### src/rtl/pwm_sched_pkg.sv
// Shared definitions for the PWM sample scheduler: state encoding, counter width, defaults.
package pwm_sched_pkg;

  localparam int unsigned CNT_W = 24;

  localparam logic [7:0] IDLE_DUTY_DEF = 8'h80;

  localparam logic [1:0] StIdle     = 2'd0;
  localparam logic [1:0] StPrime    = 2'd1;
  localparam logic [1:0] StRun      = 2'd2;
  localparam logic [1:0] StStopping = 2'd3;

  // Occupancy counter needs one extra bit so a full FIFO is distinguishable from empty.
  function automatic int unsigned lvl_w(input int unsigned depth);
    return $clog2(depth) + 1;
  endfunction

endpackage

### src/rtl/pwm_sample_sched_if.sv
// Bus-side bundle of the PWM sample scheduler: sample writes, control pulses and status.
interface pwm_sample_sched_if #(
  parameter int unsigned DEPTH = 16
);
  import pwm_sched_pkg::*;

  localparam int unsigned LvlW = lvl_w(DEPTH);

  logic            wr_en;
  logic [7:0]      wr_data;
  logic            ctrl_start;
  logic            ctrl_stop;
  logic            clr_flags;
  logic [7:0]      duty;
  logic            duty_load;
  logic            pwm_en;
  logic [LvlW-1:0] level;
  logic            wr_full;
  logic            running;
  logic            underrun;
  logic            overflow;
  logic            irq;

  modport master (
    output wr_en, wr_data, ctrl_start, ctrl_stop, clr_flags,
    input  duty, duty_load, pwm_en, level, wr_full, running, underrun, overflow, irq
  );

  modport slave (
    input  wr_en, wr_data, ctrl_start, ctrl_stop, clr_flags,
    output duty, duty_load, pwm_en, level, wr_full, running, underrun, overflow, irq
  );

endinterface

### src/rtl/sync_fifo_8.sv
// 8-bit synchronous FIFO with head look-ahead, occupancy count and single-cycle flush.
module sync_fifo_8 #(
  parameter int unsigned DEPTH = 16
) (
  input  logic                   clk,
  input  logic                   reset_n,
  input  logic                   push,
  input  logic [7:0]             din,
  input  logic                   pop,
  input  logic                   flush,
  output logic [7:0]             dout,
  output logic [$clog2(DEPTH):0] level
);

  localparam int unsigned AW = $clog2(DEPTH);

  logic [7:0]    mem_q [DEPTH];
  logic [AW-1:0] wr_ptr_q, wr_ptr_d;
  logic [AW-1:0] rd_ptr_q, rd_ptr_d;
  logic [AW:0]   level_q, level_d;

  // Caller guarantees no push when full and no pop when empty.
  always_comb begin
    wr_ptr_d = wr_ptr_q;
    rd_ptr_d = rd_ptr_q;
    level_d  = level_q;
    if (flush) begin
      wr_ptr_d = '0;
      rd_ptr_d = '0;
      level_d  = '0;
    end else begin
      if (push) wr_ptr_d = wr_ptr_q + 1'b1;
      if (pop)  rd_ptr_d = rd_ptr_q + 1'b1;
      level_d = level_q + (AW + 1)'(push) - (AW + 1)'(pop);
    end
  end

  always_ff @(posedge clk or negedge reset_n) begin
    if (!reset_n) begin
      wr_ptr_q <= '0;
      rd_ptr_q <= '0;
      level_q  <= '0;
    end else begin
      wr_ptr_q <= wr_ptr_d;
      rd_ptr_q <= rd_ptr_d;
      level_q  <= level_d;
    end
  end

  always_ff @(posedge clk) begin
    if (push && !flush) mem_q[wr_ptr_q] <= din;
  end

  assign dout  = mem_q[rd_ptr_q];
  assign level = level_q;

endmodule

### src/rtl/pwm_sample_sched.sv
// Sample-rate scheduler: buffers duty samples and hands one to the PWM stage per sample tick.
module pwm_sample_sched
  import pwm_sched_pkg::*;
#(
  parameter int unsigned PERIOD    = 12000,
  parameter int unsigned DEPTH     = 16,
  parameter int unsigned PRIME_LVL = 8,
  parameter int unsigned LOW_WATER = 4,
  parameter logic [7:0]  IDLE_DUTY = IDLE_DUTY_DEF
) (
  input logic               clk,
  input logic               reset_n,
  pwm_sample_sched_if.slave bus
);

  localparam int unsigned       LvlW    = lvl_w(DEPTH);
  localparam logic [CNT_W-1:0] LastCnt = CNT_W'(PERIOD - 1);

  logic [1:0]       state_q, state_d;
  logic [CNT_W-1:0] cnt_q, cnt_d;
  logic [7:0]       duty_q, duty_d;
  logic             load_q, load_d;
  logic             pwm_en_q, pwm_en_d;
  logic             underrun_q, underrun_d;
  logic             overflow_q, overflow_d;

  logic [LvlW-1:0]  level;
  logic [7:0]       head;
  logic             active, tick, fifo_empty, fifo_full;
  logic             push, pop, flush;

  assign active     = (state_q == StRun) || (state_q == StStopping);
  assign tick       = active && (cnt_q == LastCnt);
  assign fifo_full  = (32'(level) == DEPTH);
  assign fifo_empty = (level == '0);
  assign pop        = tick && (state_q == StRun) && !fifo_empty;
  assign flush      = tick && (state_q == StStopping);
  // Fullness is judged before any same-cycle pop; a flush swallows a concurrent write.
  assign push       = bus.wr_en && !fifo_full && !flush;

  sync_fifo_8 #(
    .DEPTH (DEPTH)
  ) u_fifo (
    .clk     (clk),
    .reset_n (reset_n),
    .push    (push),
    .din     (bus.wr_data),
    .pop     (pop),
    .flush   (flush),
    .dout    (head),
    .level   (level)
  );

  always_comb begin
    state_d = state_q;
    case (state_q)
      StIdle:     if (bus.ctrl_start && !bus.ctrl_stop) state_d = StPrime;
      StPrime: begin
        if (bus.ctrl_stop)                   state_d = StIdle;
        else if (32'(level) >= PRIME_LVL)    state_d = StRun;
      end
      StRun:      if (bus.ctrl_stop) state_d = StStopping;
      StStopping: if (tick) state_d = StIdle;
      default:    state_d = StIdle;
    endcase
  end

  // Counter only advances while staying in an active state, so RUN always begins at zero.
  always_comb begin
    cnt_d = '0;
    if (active && (state_d != StIdle)) cnt_d = tick ? '0 : cnt_q + 1'b1;
  end

  always_comb begin
    duty_d     = duty_q;
    load_d     = 1'b0;
    underrun_d = underrun_q;
    overflow_d = overflow_q;
    pwm_en_d   = (state_d == StRun) || (state_d == StStopping);
    if (pop) begin
      duty_d = head;
      load_d = 1'b1;
    end else if (flush) begin
      duty_d = IDLE_DUTY;
      load_d = 1'b1;
    end
    if (tick && (state_q == StRun) && fifo_empty) underrun_d = 1'b1;
    else if (bus.clr_flags)                       underrun_d = 1'b0;
    if (bus.wr_en && fifo_full && !flush) overflow_d = 1'b1;
    else if (bus.clr_flags)               overflow_d = 1'b0;
  end

  always_ff @(posedge clk or negedge reset_n) begin
    if (!reset_n) begin
      state_q    <= StIdle;
      cnt_q      <= '0;
      duty_q     <= IDLE_DUTY;
      load_q     <= 1'b0;
      pwm_en_q   <= 1'b0;
      underrun_q <= 1'b0;
      overflow_q <= 1'b0;
    end else begin
      state_q    <= state_d;
      cnt_q      <= cnt_d;
      duty_q     <= duty_d;
      load_q     <= load_d;
      pwm_en_q   <= pwm_en_d;
      underrun_q <= underrun_d;
      overflow_q <= overflow_d;
    end
  end

  assign bus.duty      = duty_q;
  assign bus.duty_load = load_q;
  assign bus.pwm_en    = pwm_en_q;
  assign bus.level     = level;
  assign bus.wr_full   = fifo_full;
  assign bus.running   = (state_q != StIdle);
  assign bus.underrun  = underrun_q;
  assign bus.overflow  = overflow_q;
  assign bus.irq       = (state_q != StIdle) && (32'(level) <= LOW_WATER);

endmodule

### src/flat_wrapper.sv
// flat-port wrapper written by rule: the top's interface ports become plain ports
module pwm_sample_sched_flat import pwm_sched_pkg::*;
#(
  parameter int unsigned PERIOD    = 12000,
  parameter int unsigned DEPTH     = 16,
  parameter int unsigned PRIME_LVL = 8,
  parameter int unsigned LOW_WATER = 4,
  parameter logic [7:0]  IDLE_DUTY = IDLE_DUTY_DEF
)
  (clk, reset_n, bus_wr_en, bus_wr_data, bus_ctrl_start, bus_ctrl_stop, bus_clr_flags, bus_duty, bus_duty_load, bus_pwm_en, bus_level, bus_wr_full, bus_running, bus_underrun, bus_overflow, bus_irq);
  pwm_sample_sched_if #(.DEPTH(DEPTH)) bus_i ();
  input logic clk;
  input logic reset_n;
  input wire logic [$bits(bus_i.wr_en)-1:0] bus_wr_en;
  input wire logic [$bits(bus_i.wr_data)-1:0] bus_wr_data;
  input wire logic [$bits(bus_i.ctrl_start)-1:0] bus_ctrl_start;
  input wire logic [$bits(bus_i.ctrl_stop)-1:0] bus_ctrl_stop;
  input wire logic [$bits(bus_i.clr_flags)-1:0] bus_clr_flags;
  output wire logic [$bits(bus_i.duty)-1:0] bus_duty;
  output wire logic [$bits(bus_i.duty_load)-1:0] bus_duty_load;
  output wire logic [$bits(bus_i.pwm_en)-1:0] bus_pwm_en;
  output wire logic [$bits(bus_i.level)-1:0] bus_level;
  output wire logic [$bits(bus_i.wr_full)-1:0] bus_wr_full;
  output wire logic [$bits(bus_i.running)-1:0] bus_running;
  output wire logic [$bits(bus_i.underrun)-1:0] bus_underrun;
  output wire logic [$bits(bus_i.overflow)-1:0] bus_overflow;
  output wire logic [$bits(bus_i.irq)-1:0] bus_irq;
  assign bus_i.wr_en = bus_wr_en;
  assign bus_i.wr_data = bus_wr_data;
  assign bus_i.ctrl_start = bus_ctrl_start;
  assign bus_i.ctrl_stop = bus_ctrl_stop;
  assign bus_i.clr_flags = bus_clr_flags;
  assign bus_duty = bus_i.duty;
  assign bus_duty_load = bus_i.duty_load;
  assign bus_pwm_en = bus_i.pwm_en;
  assign bus_level = bus_i.level;
  assign bus_wr_full = bus_i.wr_full;
  assign bus_running = bus_i.running;
  assign bus_underrun = bus_i.underrun;
  assign bus_overflow = bus_i.overflow;
  assign bus_irq = bus_i.irq;
  pwm_sample_sched #(.PERIOD(PERIOD), .DEPTH(DEPTH), .PRIME_LVL(PRIME_LVL), .LOW_WATER(LOW_WATER), .IDLE_DUTY(IDLE_DUTY)) u_core (.clk(clk), .reset_n(reset_n), .bus(bus_i));
endmodule
### config.mk
export PLATFORM = sky130hd
export DESIGN_NAME = pwm_sample_sched_flat
export DESIGN_NICKNAME = d
export VERILOG_FILES = /design/src/rtl/pwm_sched_pkg.sv /design/src/rtl/pwm_sample_sched_if.sv /design/src/rtl/sync_fifo_8.sv /design/src/rtl/pwm_sample_sched.sv /design/src/flat_wrapper.sv
export SDC_FILE = /design/constraint.sdc
export NUM_CORES = 1
export LEC_CHECK = 0
export ABC_AREA = 1
export CORE_UTILIZATION = 56
export CTS_CLUSTER_DIAMETER = 50
export DETAILED_ROUTE_END_ITERATION = 8
export GPL_TIMING_DRIVEN = 0
export PLACE_DENSITY = 0.83
export REMOVE_ABC_BUFFERS = 1
export SLEW_MARGIN = 30
export SYNTH_ARGS = -nofsm -noshare
export SYNTH_HDL_FRONTEND = slang
export SYNTH_SLANG_ARGS = --single-unit
export TNS_END_PERCENT = 50
### constraint.sdc
create_clock -name clk -period 6.35 [get_ports clk]
set_input_delay 1.5875 -clock clk [delete_from_list [all_inputs] [get_ports clk]]
set_output_delay 1.5875 -clock clk [all_outputs]
set_load 0.01 [all_outputs]
==> key figures, run 1 <==
STA
  • Hold WS: 0.488 ns
  • Final worst slack: 2.70 ns
  • RSZ-0062 raised after global routing: no
  • Tcrit/Tclk final: 57.4%
  • Final Setup Violations: 0
  • Fmax achieved: 274 MHz
  • Slew @ Worst Pin: 0.858 ns
  • Relative slew slack: 42.6%
  • Final hold violation count: 0
  • Final min period: 3.65 ns
  • Max-slew violations: 0
  • Fin Setup TNS: 0 ns
  • Worst Clk Skew: 0.0130 ns

Clock network
  • Clock sinks: 179
  • Worst-path clk slew: 0.06 ns
  • Post-CTS Resized: 0
  • Total CTS buffers: 17
  • Postcts setup bufs: 0
  • # hold bufs at CTS: 0
  • Clock buffer depth: 2
  • H-tree lvl count: 4
  • Root Driver: clkbuf_16
  • Worst-skew pair later-pin latency: 0.43 ns
  • CTS tree: yes

Detailed routing
  • Vias/cell: 5.64
  • Final WL: 18.5 mm
  • Drt pass-1 iters: 5
  • Routed len/inst: 17.3 um
  • Post-route ant nets: 0
  • Number of remaining DRC errors: 0
  • Total number of vias: 6052
  • DR iter-0 viols: 661

Worst setup path
  • Critical Path AT: 3.96 ns
  • Crit path required time: 6.66 ns
  • CP Launch Type: input pin
  • Critical path type: input pin to flop
  • CP max stage delay: 0.48 ns
  • Crit-path max FO: 6
  • Crit path top cell by count: inv_1
  • CP max-delay cell: clkdlybuf4s50_1
  • Top cell family by delay on the critical path: buffers and inverters
  • Cells along the critical path: clkdlybuf4s50_1 -> nand2_1 -> nor2_4 -> inv_1 -> ha_1 -> inv_1 -> ha_1 -> inv_1 -> fa_1 -> inv_1 -> a21oi_1 -> nor2_1 -> nor2_1 -> xnor2_1 -> nor2_1
  • CP bufs+invs: 5
  • Crit. End Element: flop

Worst hold path
  • HP Class: flop to flop

Synthesis
  • Post-synth EDFFs: 128
  • Asr flop ratio synth: 28.5%
  • Warnings from Yosys: 0
  • Mapped cell area: 0.00840 mm2
  • Main synth FF type: edfxtp_1
  • Post-synthesis cell count: 852
  • Avg Inst Size Synth: 9.85 um2
  • FF+latch count, synth: 179
  • Distinct cells, synth: 41
  • Sequential area share after synthesis: 61.0%

Global routing
  • Vias in the first global route: 5862
  • Largest net degree at the start of global routing: 58
  • Global Route Usage Sum: 25.2%
  • Gr ovfl total: 0
  • Initial antenna violation count: 0
  • First-pass GRT wire length: 30.0 mm

Floorplanning
  • Std cell rows: 44
  • CORE AREA: 0.0146 mm2
  • I/O pins: 34
  • Die H: 124 um
  • Initial Util: 57.5%
  • DIE AREA: 0.0155 mm2
  • Chip Width: 124 um

Layout
  • Final nets: 908
  • Most common cell after layout, fill and taps aside: nand2_1
  • Syn-to-layout area delta: 11.7%
  • Most frequent cells in the layout: nand2_1, edfxtp_1, nor2_1, inv_1, nand3_1
  • Share of post-route cells with drive strength above 1: 8.55%
  • Antenna diodes: 0
  • Fin cells: 1073

Power and ir drop
  • VDD IR max: 0.287 mV
  • Switching Share: 27.4%
  • Int Pwr: 2.02 mW
  • Leakage: 3.86 nW
  • Total power: 2.78 mW
  • Part of the power in registers: 50.8%
  • Power share of the clock group: 34.6%
  • Power per cell area: 296 mW/mm2
  • Logic pwr share: 14.6%
  • Switching pwr: 0.762 mW

Place
  • Port Buffer Count: 33
  • Dpl hpwl: 11.8 mm
  • Dpl ws: 2.27 ns
  • GPL Wtd Cong: 0.911
  • Placed Instances: 1043

Run
  • Max Cap Viol: 0

Run status
  • Status: finished clean
-- cell type report --
| class | instances | area [um2] |
|---|---|---|
| timing repair buffer | 35 | 368 |
| clock inverter | 12 | 105 |
| sequential | 179 | 5120 |
| inverter | 99 | 374 |
| fill | 1083 | 5210 |
| clock buffer | 18 | 429 |
| tap | 184 | 230 |
| multi-input combinational | 546 | 2750 |
-- Yosys cell counts (3+ instances only) --
cell | instances | area (um2)
buf_6 | 4 | 45.0
inv_1 | 93 | 349
buf_2 | 14 | 70.1
ha_1 | 15 | 188
o211ai_1 | 10 | 75.1
inv_2 | 5 | 18.8
nand3_2 | 4 | 40.0
nand4_1 | 10 | 62.6
o21ai_0 | 16 | 80.1
nor3b_1 | 3 | 22.5
nor2_2 | 15 | 93.8
or2_2 | 3 | 18.8
nor3_1 | 10 | 50.1
dfrtp_1 | 50 | 1250
clkbuf_1 | 7 | 26.3
a21oi_1 | 22 | 110
nand2_2 | 6 | 37.5
nor2_4 | 3 | 33.8
o21a_1 | 3 | 22.5
nor2_1 | 102 | 383
xor2_1 | 11 | 96.3
nand3_1 | 89 | 445
nand2_1 | 208 | 781
edfxtp_1 | 128 | 3840
-- stage by stage --
step                utilization, %  instance area, um2
finish                        64.3                9380
global route                  64.3                9380
CTS                           64.3                9380
global placement              60.3                8800
floorplan                        -                8240
detailed placement            60.6                8840
-- worst register-to-register path, cell delays in order (launching register included) --
cell and delay [ns]:
dfrtp_1 0.42, ha_1 0.28, nand3_2 0.19, nor2_2 0.24, nand4_1 0.18, nor2_2 0.49
ha_1 0.34, inv_1 0.06, ha_1 0.16, inv_1 0.06, fa_1 0.35, inv_1 0.12
a21oi_1 0.08, nor2_1 0.09, nor2_1 0.06, xnor2_1 0.14, nor2_1 0.06
-- worst paths after layout --
path,slack (ns),to,cells past startpoint,startpoint
setup reg to reg,2.94,u_core.u_fifo.level[4],16,u_core.cnt_q[0]
setup / recovery,2.70,u_core.u_fifo.level[4],15,bus_wr_en
hold reg to reg,0.49,u_core.bus.overflow,2,u_core.bus.overflow
hold / removal,0.49,u_core.bus.overflow,2,u_core.bus.overflow
max in group asynchronous,4.84,u_core.bus.duty[7],2,reset_n
min in group asynchronous,1.00,u_core.cnt_q[15],1,reset_n
-- kinds of logic (layout without fill, tap and decap cells) --
kind of cell | count (synthesis) | count (layout) | synth area share, %
XOR/XNOR | 13 | 13 | 1.36
adder cells (fa/ha/maj) | 16 | 16 | 2.47
flip-flops | 179 | 179 | 61.0
AO/OA/AOI/OAI | 56 | 56 | 3.92
AND/OR/NAND/NOR | 461 | 461 | 24.9
buffers and inverters | 127 | 164 | 6.30
-- power by group through the flow --
stage | clock network [mW] | logic, mW | registers (mW)
floorplan | 0 | 0.245 | 1.43
global placement | 0 | 0.380 | 1.43
detailed placement | 0 | 0.402 | 1.43
CTS | 0.963 | 0.406 | 1.41
global route | 1.02 | 0.458 | 1.42
finish | 0.961 | 0.407 | 1.41
-- layer usage --
metal	routed length, um	global-route usage (%)
met2	9450	42.2
met5	0	0
met3	1230	4.73
met4	484	9.28
met1	7360	32.6
-- registers in the layout, summed over array words and instances (netlist names), 2 cells and up --
name / count
u_core.bus.duty: 8
u_core.cnt_q: 24
u_core.state_q: 2
u_core.u_fifo.level: 5
u_core.u_fifo.mem_q: 128
u_core.u_fifo.rd_ptr_q: 4
u_core.u_fifo.wr_ptr_q: 4
No activity file was read; power rests on OpenSTA's default activity.
==> inputs of run 2 (changes only) <==
==> constraint.sdc (replaced) <==
create_clock -name clk -period 3.5 [get_ports clk]
set_input_delay 0.875 -clock clk [delete_from_list [all_inputs] [get_ports clk]]
set_output_delay 0.875 -clock clk [all_outputs]
set_load 0.01 [all_outputs]
==> key figures, run 2 (same netlist as run 1, synthesis figures left out) <==
Run status
  • Status: finished clean

Global routing
  • Vias in the first global route: 5862
  • First-pass GRT wire length: 30.0 mm
  • Initial antenna violation count: 0
  • Largest net degree at the start of global routing: 58
  • Global Route Usage Sum: 25.2%
  • Gr ovfl total: 0

Worst setup path
  • R2R Setup Slk: 0.37 ns
  • CP Launch Type: flop
  • Crit-path max FO: 8
  • Crit. End Element: flop
  • Crit path required time: 3.81 ns
  • Critical Path AT: 3.44 ns
  • Critical path type: flop to flop

Detailed routing
  • DR iter-0 viols: 765
  • Post-route ant nets: 0
  • Drt pass-1 iters: 6
  • Routed len/inst: 17.3 um
  • Total number of vias: 6065
  • Final WL: 18.6 mm
  • Vias/cell: 5.65
  • Number of remaining DRC errors: 0

Place
  • GPL Wtd Cong: 0.911
  • Dpl hpwl: 11.8 mm
  • Dpl cell area: 0.00884 mm2
  • Port Buffer Count: 33

Layout
  • Fill count: 1081
  • Most common cell after layout, fill and taps aside: nand2_1
  • Top reg by flops: u_core.u_fifo.mem_q
  • Share of post-route cells with drive strength above 1: 8.65%
  • Most frequent cells in the layout: nand2_1, edfxtp_1, nor2_1, inv_1, nand3_1
  • Largest register FFs: 128
  • Syn-to-layout area delta: 11.8%
  • Final nets: 909
  • Antenna diodes: 0
  • Final Cell Area: 0.00939 mm2

Power and ir drop
  • Power per cell area: 537 mW/mm2
  • Leakage: 3.86 nW
  • VDD IR max: 0.524 mV
  • Total power: 5.05 mW

Clock network
  • Worst-path clk slew: 0.07 ns
  • Clock sinks: 179
  • Clock buffer depth: 2
  • Root Driver: clkbuf_16
  • CTS tree: yes
  • Total CTS buffers: 17
  • H-tree lvl count: 4
  • # hold bufs at CTS: 0
  • Worst-skew pair later-pin latency: 0.43 ns

STA
  • Max-slew violations: 0
  • Relative slew slack: 43.2%
  • Final hold violation count: 0
  • Final min period: 3.13 ns
  • Final Setup Violations: 0
  • Worst Clk Skew: 0.0124 ns
  • Slew @ Worst Pin: 0.849 ns
  • Tcrit/Tclk final: 89.4%
  • RSZ-0062 raised after global routing: no
  • Fmax achieved: 320 MHz

Run
  • Max Cap Viol: 0

Worst hold path
  • HP Class: input pin to async pin

Floorplanning
  • Chip Width: 124 um
  • Die H: 124 um
  • Initial Util: 57.5%
  • I/O pins: 34
  • Std cell rows: 44
  • CORE AREA: 0.0146 mm2
  • DIE AREA: 0.0155 mm2
## run 2: layout make-up
type                       count  area [um2]  area share (%)
multi-input combinational    546        2750            29.3
inverter                      99         374            3.98
timing repair buffer          36         375            4.00
clock buffer                  18         429            4.57
tap                          184         230            2.45
sequential                   179        5120            54.6
clock inverter                12         105            1.12
## run 2: worst paths after layout
| check | endpoint | from | cells after the start |
|---|---|---|---|
| setup / recovery | u_core.u_fifo.level[4] | u_core.cnt_q[0] | 18 |
| hold / removal | u_core.cnt_q[16] | reset_n | 1 |
| setup reg to reg | u_core.u_fifo.level[4] | u_core.cnt_q[0] | 18 |
| hold reg to reg | u_core.bus.overflow | u_core.bus.overflow | 2 |
| max in group asynchronous | u_core.bus.duty[7] | reset_n | 2 |
| min in group clk | u_core.bus.overflow | u_core.bus.overflow | 2 |
## run 2: per-layer routing
layer | global-route usage, % | part of all wire, % | wire (um) | vias to the layer above
li1 | - | - | - | 2862
met1 | 32.6 | 39 | 7320 | 2872
met2 | 42.2 | 50 | 9380 | 289
met3 | 4.73 | 7.4 | 1380 | 42
met4 | 9.28 | 2.7 | 506 | 0
met5 | 0 | 0 | 0 | -
## run 2: through the flow
stage / instances / setup slack (ns) / TNS, ns / hold WS, ns / util (%)
CTS: 1073 / 0.0888 / 0 / 0.290 / 64.3
finish: 1074 / 0.371 / 0 / 0.283 / 64.4
global placement: 1041 / -1.46 / -12.41 / 0.469 / 60.3
detailed placement: 1043 / 0.118 / 0 / 0.472 / 60.6
floorplan: 824 / 0.347 / 0 / 0.493 / -
global route: 1074 / 0.0772 / 0 / 0.288 / 64.4
## run 2: where the power goes
group	switching, mW	total, mW	internal, mW
Sequential	0.0864	2.56	2.47
Clock	0.828	1.74	0.917
Combinational	0.471	0.740	0.269
Total	1.39	5.05	3.66
## run 2: worst max-delay path: stages, from the launching register on
cell and delay [ns]:
dfrtp_1 0.42, ha_1 0.28, nand3_2 0.19, nor2_2 0.24, nand3_4 0.16, nor2_8 0.20, nor2_4 0.08, inv_1 0.06
ha_1 0.22, inv_1 0.06, ha_1 0.16, inv_1 0.06, fa_1 0.35, inv_1 0.12, a21oi_1 0.08, nor2_1 0.09
nor2_1 0.06, xnor2_1 0.13, nor2_1 0.06
## run 2: repair_timing
item / in CTS / in global routing
resized for setup: 0 / 1
setup endpoints to repair: 0 / 2
buffers inserted: 0 / 1
==> inputs of run 3 (changes only) <==
--- a/config.mk
+++ b/config.mk
@@ -9,7 +9,7 @@
 export CORE_UTILIZATION = 56
 export CTS_CLUSTER_DIAMETER = 50
 export DETAILED_ROUTE_END_ITERATION = 8
-export GPL_TIMING_DRIVEN = 0
+export GPL_TIMING_DRIVEN = 1
 export PLACE_DENSITY = 0.83
 export REMOVE_ABC_BUFFERS = 1
 export SLEW_MARGIN = 30
==> key figures, run 3 (same netlist as run 1, synthesis figures left out) <==
Detailed routing
  • Vias/cell: 5.64
  • Drt pass-1 iters: 5
  • Routed len/inst: 17.4 um
  • Post-route ant nets: 0
  • Final WL: 18.9 mm
  • Number of remaining DRC errors: 0
  • DR iter-0 viols: 726
  • Total number of vias: 6141

Layout
  • Top reg by flops: u_core.u_fifo.mem_q
  • Antenna diodes: 0
  • Share of post-route cells with drive strength above 1: 10.1%
  • Final nets: 921
  • Largest register FFs: 128
  • Final core utilization: 65.0%
  • Most frequent cells in the layout: nand2_1, edfxtp_1, nor2_1, inv_1, nand3_1
  • Most common cell after layout, fill and taps aside: nand2_1
  • Syn-to-layout area delta: 13.0%

Worst setup path
  • Crit-path max FO: 8
  • Critical Path AT: 3.41 ns
  • CP max stage delay: 0.42 ns
  • Critical path type: flop to flop
  • Crit. End Element: flop
  • Cells along the critical path: ha_1 -> nand3_2 -> nor2_2 -> nand3_4 -> nor2_8 -> nor2_4 -> inv_1 -> ha_1 -> inv_1 -> ha_1 -> inv_1 -> fa_1 -> inv_1 -> a21oi_1 -> nor2_1 -> nor2_1 -> xnor2_1 -> nor2_1
  • CP max-delay cell: dfrtp_1
  • CP Launch Type: flop
  • Crit path required time: 3.82 ns
  • Crit path top cell by count: inv_1

Clock network
  • Worst-skew pair later-pin latency: 0.43 ns
  • Postcts setup bufs: 0
  • # hold bufs at CTS: 0
  • Post-CTS Resized: 0
  • H-tree lvl count: 4
  • Clock buffer depth: 2
  • Total CTS buffers: 17
  • Worst-path clk slew: 0.07 ns
  • Root Driver: clkbuf_16
  • Clock sinks: 179
  • CTS tree: yes

Global routing
  • Global Route Usage Sum: 25.5%
  • Gr ovfl total: 0
  • Met3 Use GR: 4.55%
  • Global routing met2 resource utilization: 43.4%
  • GR Util met1: 31.6%
  • Initial antenna violation count: 0
  • Vias in the first global route: 5940
  • Largest net degree at the start of global routing: 58
  • GRT busiest layer: met2
  • First-pass GRT wire length: 30.4 mm

Floorplanning
  • DIE AREA: 0.0155 mm2
  • Initial Util: 57.5%
  • I/O pins: 34
  • Std cell rows: 44
  • Die H: 124 um
  • CORE AREA: 0.0146 mm2
  • Chip Width: 124 um

Place
  • Dpl ws: 0.167 ns
  • GPL Wtd Cong: 0.916
  • Dpl hpwl: 12.0 mm
  • Port Buffer Count: 33

STA
  • Relative slew slack: 43.5%
  • Slew @ Worst Pin: 0.844 ns
  • Worst Clk Skew: 0.0135 ns
  • Final min period: 3.09 ns
  • Fin Setup TNS: 0 ns
  • Final Setup Violations: 0
  • Tcrit/Tclk final: 88.4%
  • Fmax achieved: 323 MHz
  • RSZ-0062 raised after global routing: no
  • Final hold violation count: 0
  • Max-slew violations: 0
  • Final worst slack: 0.407 ns

Run status
  • Status: finished clean

Power and ir drop
  • VDD IR max: 0.464 mV
  • Leakage: 3.95 nW
  • Power per cell area: 546 mW/mm2

Run
  • Max Cap Viol: 0

Worst hold path
  • HP Class: input pin to async pin
[run 3: changes by cell type in the layout (fill, tap and decap cells not counted), sizes merged]
cell	previous run	this run
buf	4	16
clkbuf	18	21
clkinv	7	5
clkinvlp	2	0
inv	102	104
bufinv	0	1
[run 3: area by class of cell]
cell class	instances	area (um2)
clock buffer	21	460
clock inverter	11	116
fill	1027	5100
inverter	99	372
multi-input combinational	546	2750
sequential	179	5120
tap	184	230
timing repair buffer	48	438
[run 3: per-layer routing]
layer  vias to the layer above  share of wire, %
met5                         -                 0
met4                         0               4.2
met3                        69               6.6
met2                       298                50
met1                      2898                39
li1                       2876                 -
[run 3: worst paths after layout]
| kind | startpoint | endpoint | slack (ns) | depth (start not counted) |
|---|---|---|---|---|
| min reg2reg | u_core.bus.duty[6] | u_core.bus.duty[6] | 0.51 | 2 |
| max | u_core.cnt_q[0] | u_core.u_fifo.level[4] | 0.41 | 18 |
| max in group asynchronous | reset_n | u_core.u_fifo.rd_ptr_q[0] | 2.22 | 2 |
| min in group clk | u_core.bus.duty[6] | u_core.bus.duty[6] | 0.51 | 2 |
| min | reset_n | u_core.cnt_q[11] | 0.50 | 1 |
| max reg2reg | u_core.cnt_q[0] | u_core.u_fifo.level[4] | 0.41 | 18 |
[run 3: where the power goes]
part | total (mW) | internal [mW] | switching, mW
Combinational | 0.748 | 0.288 | 0.460
Sequential | 2.56 | 2.47 | 0.0876
Clock | 1.87 | 1.04 | 0.829
Total | 5.17 | 3.80 | 1.38
[run 3: worst max-delay path, delay by kind of cell (launching register included)]
family	cells	cell delay [ns]
simple gates	8	1.04
compound gates	1	0.07
flops	1	0.42
fa+ha+maj	4	1.02
buf+inv	4	0.28
xor+xnor	1	0.13
[run 3: metrics by stage]
step	cell area, um2	hold WS [ns]	cells	power [mW]
5_1_grt	9480	0.530	1088	5.37
2_1_floorplan	8240	0.493	824	3.04
3_3_place_gp	8910	0.467	1056	3.30
3_5_place_dp	8910	0.485	1056	3.34
4_1_cts	9480	0.510	1088	5.18
6_report	9480	0.503	1088	5.17
